==> src/rtl/roba_dot_accumulator.sv <==
// roba_dot_accumulator: sums len unsigned RoBA products into one saturating
// dot-product result, held until the consumer takes it.
// Ports: clk, rst (sync, active-high); start/len job request;
//        prod_valid/prod_ready/prod_data product input handshake;
//        out_valid/out_ready/out_data/out_sat result handshake; busy.
module roba_dot_accumulator #(
    parameter int A_BW   = 8,
    parameter int B_BW   = 8,
    parameter int ACC_BW = 32,
    parameter int LEN_BW = 8
) (
    input  logic                   clk,
    input  logic                   rst,
    input  logic                   start,
    input  logic [LEN_BW-1:0]      len,
    input  logic                   prod_valid,
    output logic                   prod_ready,
    input  logic [A_BW+B_BW:0]     prod_data,
    output logic                   out_valid,
    input  logic                   out_ready,
    output logic [ACC_BW-1:0]      out_data,
    output logic                   out_sat,
    output logic                   busy
);

    localparam int P_BW = A_BW + B_BW + 1;
    localparam logic [LEN_BW-1:0] ONE = LEN_BW'(1);

    typedef enum logic [1:0] {
        IDLE,
        ACCUM,
        HOLD
    } state_t;

    state_t              state;
    state_t              state_next;
    logic [ACC_BW-1:0]   acc;
    logic [LEN_BW-1:0]   count;
    logic                sat;

    logic                launch;
    logic                accept;
    logic [ACC_BW:0]     sum;
    logic                carry;

    assign launch = (state == IDLE) && start && (len != '0);
    assign accept = prod_valid && prod_ready;

    // Sum one bit wider than the accumulator; the top bit is the overflow.
    assign sum   = {1'b0, acc} + {{(ACC_BW + 1 - P_BW){1'b0}}, prod_data};
    assign carry = sum[ACC_BW];

    always_comb begin
        state_next = state;
        unique case (state)
            IDLE: begin
                if (launch) state_next = ACCUM;
            end
            ACCUM: begin
                if (accept && (count == ONE)) state_next = HOLD;
            end
            HOLD: begin
                if (out_ready) state_next = IDLE;
            end
            default: state_next = IDLE;
        endcase
    end

    always_ff @(posedge clk) begin
        if (rst) begin
            state <= IDLE;
            acc   <= '0;
            count <= '0;
            sat   <= 1'b0;
        end else begin
            state <= state_next;
            if (launch) begin
                count <= len;
                acc   <= '0;
                sat   <= 1'b0;
            end else if (accept) begin
                count <= count - ONE;
                // Sticky: once pinned at all ones, stay there for the job.
                if (sat || carry) begin
                    acc <= '1;
                    sat <= 1'b1;
                end else begin
                    acc <= sum[ACC_BW-1:0];
                end
            end
        end
    end

    assign prod_ready = (state == ACCUM);
    assign out_valid  = (state == HOLD);
    assign out_data   = acc;
    assign out_sat    = sat;
    assign busy       = (state != IDLE);

endmodule
==> config.mk <==
export PLATFORM = sky130hd
export DESIGN_NAME = roba_dot_accumulator
export DESIGN_NICKNAME = d
export VERILOG_FILES = /design/src/rtl/roba_dot_accumulator.sv
export SDC_FILE = /design/constraint.sdc
export NUM_CORES = 1
export LEC_CHECK = 0
export CAP_MARGIN = 20
export CORE_ASPECT_RATIO = 1.2
export CORE_MARGIN = 2
export CORE_UTILIZATION = 55
export DETAILED_ROUTE_END_ITERATION = 7
export PLACE_DENSITY = 0.95
export SETUP_SLACK_MARGIN = 0.3
export SLEW_MARGIN = 20
export SYNTH_ARGS = -nofsm -noshare
export SYNTH_HDL_FRONTEND = slang
export SYNTH_SLANG_ARGS = --single-unit
==> constraint.sdc <==
create_clock -name clk -period 6.8 [get_ports clk]
set_input_delay 1.36 -clock clk [delete_from_list [all_inputs] [get_ports clk]]
set_output_delay 1.36 -clock clk [all_outputs]
set_load 0.05 [all_outputs]
# [After elaboration in Yosys (flattened, before gate mapping)]
# Cells that the tools add are included.
[word_totals] register_bits=43 in_bits=30 output_inout_bits=36 elab_cells=31
[classes] addsub=2 eq_ne=6 muxes=7 reduce_logical=12
[op_table] operator="$add A32 B17 Y33" n=1
[op_table] operator="$mux W32" n=1
[op_table] operator="$mux W8" n=2
[op_table] operator="$eq A8 B1 Y1 const B" n=1
[op_table] operator="$reduce_bool A8 Y1" n=1
[op_table] operator="$sub A8 B1 Y8 const B" n=1
[op_table] operator="$mux W2" n=3
[op_table] operator="$pmux W2 S3" n=1
[op_table] operator="$logic_and A1 B1 Y1" n=4
[op_table] operator="$ne A2 B1 Y1 const B" n=2
[op_table] operator="$reduce_bool A2 Y1" n=2
[op_table] operator="$reduce_and A3 Y1" n=1
[op_table] operator="$eq A2 B1 Y1 const B" n=1
[op_table] operator="$eq A2 B2 Y1 const B" n=1
[op_table] operator="$logic_not A2 Y1" n=1
[op_table] operator="$ne A2 B2 Y1 const B" n=1
[op_table] operator="$reduce_and A2 Y1" n=1
[op_table] operator="$reduce_or A2 Y1" n=1
[op_table] operator="$logic_or A1 B1 Y1" n=1

# [Longest topological paths before layout]
[depth] word_depth=5 ltp_mapped=9 mapped_depth_nobuf=9

# [Worst setup path before layout]
# Ideal clock, no wire load.
[synth_path] path_kind="input-to-reg" from="input prod_data[0]" to="register acc[19] (netlist: out_data[19])" setup_time_ps=134 t_arrival_ps=3333 required_time_ps=6666 path_slack_ps=3333 cell_stages=9 n_path_buf=1 path_cell_list="ha_1 fa_1 a211oi_2 o211ai_2 a31oi_4 o21ai_4 a32oi_2 buf_2 a21oi_1"
[synth_via] elab_chain_cells=3
[synth_lines] item="from (decl)" line_no="18" rtl="input logic [A_BW+B_BW:0] prod_data,"
[synth_lines] item="$add A32 B17 Y33 *" line_no="50" rtl="assign sum = {1'b0, acc} + {{(ACC_BW + 1 - P_BW){1'b0}}, prod_data};"
[synth_lines] item="$logic_or A1 B1 Y1" line_no="84" rtl="if (sat || carry) begin"
[synth_lines] item="$mux W32 *" line_no="84"
[synth_lines] item="to (signal assigned)" line_no="88" rtl="acc <= sum[ACC_BW-1:0];"
[synth_lines] item="to (decl)" line_no="37" rtl="logic [ACC_BW-1:0] acc;"
# Mark *: on every way between the ends. The rest lies on a longest branch, timed or not.
# A chain may end at the register's enable or synchronous reset.

# [Worst setup path in the final report]
[layout_path] from="input prod_data[0]" to="register acc[14] (netlist: out_data[14])"
# Same word-level chain as after synthesis.

==> flow_summary.yaml <==
status:
  status: "complete, no violations"
sta:
  timing.final.crit_share_pct: 60.0
  drv_slew: 0
  max_slew_margin_pct: 59.1
  rsz0062_at_grt: "no"
  finalSetupViolations: 0
  tns_ns: 0
  worst_pin_slew_ns: 0.613
  clock_skew_ns: 0.0111
  layout_min_cycle_time_ns: 4.08
  fmax_mhz: 245
  final-hold-violation-count: 0
critical_path:
  path_buf_inv: 2
  crit_fanout: 13
  reg2reg_slack_ns: 3.85
  cp.required_ns: 6.98
  cpPeakStageDelay_ns: 0.55
  slowest_stage: "a32oi_2"
  worstPathCellList: "clkdlybuf4s50_1, ha_1, fa_1, a211oi_2, o211ai_2, a31oi_4, o21ai_4, a32oi_2, buf_6, a311oi_1"
  reg2reg_from: "out_data[0]"
  r2r_cells: 9
  cp-end-kind: "flop"
  cp_top_family: "compound AO/OA/AOI/OAI gates"
  worstReg2RegEnd: "out_data[14]"
  path_class: "primary input to flop"
  crit_arrival_ns: 4.25
  start_kind: "primary input"
route:
  wl_per_cell_um: 15.8
  final_antenna_net_count: 0
  drt_wl_total_um: 7430
  drt_first_pass_iters: 5
  drt-vias-per-instance: 6.21
  drc: 0
  dr_total_vias: 2914
  first_iter_violations: 240
placed_design:
  place_area_um2: 3570
  routabilityCongestion: 0.907
  dp_cells: 460
  port_buffers: 65
  hpwl_um: 5450
hold_path:
  hold_path_startpoint: "count[2]"
  hp-class: "flop to flop"
  hold_end: "count[2]"
  hold_depth: 2
power:
  power_mw: 0.588
  irDropWorstVdd_uv: 148
  p_leak_nw: 1.34
  power.internal_mw: 0.396
  power_density_nw_per_um2: 160
  seq_power_share_pct: 45.8
  power_frac_clock_pct: 28.2
  p_sw_mw: 0.192
  switching_share_pct: 32.7
  pwr-share-comb_pct: 26.0
cts:
  clkLatencyLatePin_ns: 0.31
  clk_path_buf_depth: 2
  numCtsBuffers: 5
  cts_sinks: 43
  post-cts-setup-buffers: 0
  ctsHoldBuffers: 0
  root_buffer: "clkbuf_8"
  cts_resized: 0
  cts_tree: "yes"
  clk_pin_slew_worst_paths_ns: 0.09
  htree_levels: 2
yosys:
  ys_top_cells_by_area: "dfxtp_1 (30%), ha_1 (8.2%), a21oi_1 (7.6%), xnor2_1 (4.8%), nand2_1 (4.8%)"
  ys_async_sr_fraction_pct: 0
  synth_compound_area_share_pct: 29.7
  synth_edf_count: 0
  ys_seq_area_share_pct: 29.6
  synth_top_family_by_area: "compound AO/OA/AOI/OAI gates"
  synth_seq_cells: 43
  yosysWarnings: 0
  syn_inst: 347
  yosys-top-cells-count: "a21oi_1 (44), dfxtp_1 (43), nand2_1 (37)"
  synthMuxAreaShare_pct: 1.42
  ys.flop_type: "dfxtp_1"
  synthesis.area_um2: 2900
  yosysMostFrequentCell: "a21oi_1"
  syn_nets: 397
  synthXorXnorAreaFrac_pct: 7.24
  synth_fa_ha_area_share_pct: 8.88
  yosys.area_share.simple_pct: 20.2
  synth_top_area_share_pct: 29.6
  postSynthAreaPerCell_um2: 8.37
  yosysTopAreaCell: "dfxtp_1"
  synthDistinctLibCells: 61
die:
  io_pins: 66
  rows: 29
  dieArea_um2: 5880
  initial_utilization_pct: 56.0
  core_um2: 5190
  fp.dieH_um: 83.6
  die_w_um: 70.3
grt:
  grt_max_degree: 41
  grt_pass1_wl_um: 12000
  grtUsageTotal_pct: 24.6
  grt_overflow: 0
  grt_pass1_vias: 2749
  antenna_found_initial: 0
layout:
  stdcell_count: 469
  drive_gt1_share_pct: 8.60
  area_growth_pct: 26.5
  n_antenna_cell: 0
  final_area_um2: 3670
  final_nets: 456
job:
  cap_violations: 0
[logic make-up after synthesis]
family	Yosys count
multiplexers	4
adder cells (fa/ha/maj)	20
buffers and inverters	20
AO/OA/AOI/OAI	123
flip-flops	43
AND/OR/NAND/NOR	113
XOR/XNOR	24
[power by group through the flow]
stage | logic [mW] | registers (mW) | clock network, mW
after floorplan | 0.0902 | 0.288 | 0
after CTS | 0.152 | 0.269 | 0.165
after global placement | 0.146 | 0.275 | 0
after global routing | 0.165 | 0.270 | 0.176
final | 0.153 | 0.269 | 0.166
after detailed placement | 0.150 | 0.275 | 0
[cell usage in the layout, fill, tap and decap left out, types with 2 or more instances in the layout]
cell and count:
nor3_1 3, xnor2_1 16, a221oi_1 4, a21oi_1 44, and2_1 3, o211a_1 2, nor2_1 24, mux2i_1 3
o22ai_1 5, a21boi_0 3, a31oi_1 8, nand4_1 5, o221a_2 2, o211ai_1 4, a21o_1 3, and3_1 4
o21a_1 2, nor4_1 4, a21oi_2 4, ha_1 19, a211oi_1 7, nand2_1 37, xor2_1 8, inv_1 5
clkdlybuf4s50_1 65, o21ai_1 4, nand2b_1 3, nand3b_1 2, nor2b_1 5, nand3_1 9, o21ai_0 19, clkbuf_8 5
dfxtp_1 43
[through the flow]
step | utilization [%] | hold WS, ns | setup slack [ns]
after floorplan | - | 0.475 | 3.33
after global placement | 68.9 | 0.486 | 2.25
after detailed placement | 68.9 | 0.501 | 2.16
after CTS | 70.5 | 0.513 | 2.47
after global routing | 70.8 | 0.548 | 2.53
final | 70.8 | 0.516 | 2.72
[worst min-delay path, stage by stage, from the launching register on]
cell	delay, ns
dfxtp_1	0.33
nand3_1	0.07
a31oi_1	0.07
[worst max path at each step]
| stage | start | endpoint | slack (ns) | cells after the start |
|---|---|---|---|---|
| 6_report | prod_data[0] | out_data[14] | 2.72 | 10 |
| 5_1_grt | prod_data[0] | out_data[16] | 2.53 | 10 |
| 4_1_cts | prod_data[0] | out_data[14] | 2.47 | 9 |
| 3_5_place_dp | prod_data[0] | out_data[14] | 2.16 | 9 |
| 3_3_place_gp | prod_data[0] | out_data[14] | 2.25 | 9 |
| 2_1_floorplan | prod_data[0] | out_data[19] | 3.33 | 9 |
[state kept, by name (all words and copies together) (netlist names)]
register and count:
count 8, out_data 32, out_sat 1, state 2
[cell type report]
cell class              instances  area (um2)
clock buffers                   6        72.6
clock inverters                 2        12.5
fillers                       389        1520
inverters                       5        18.8
multi-input cells             284        1960
flip-flops and latches         43         861
well taps                      62        77.6
repair buffers                 67         669
[routing by layer]
metal | GRT usage (%) | wire length, um | vias to the layer above
met3 | 4.23 | 395 | 31
li1 | - | - | 1402
met5 | 0 | 0 | -
met2 | 43.8 | 3810 | 122
met1 | 27.6 | 2940 | 1359
met4 | 12.4 | 276 | 0
(Power assumes the default switching activity.)
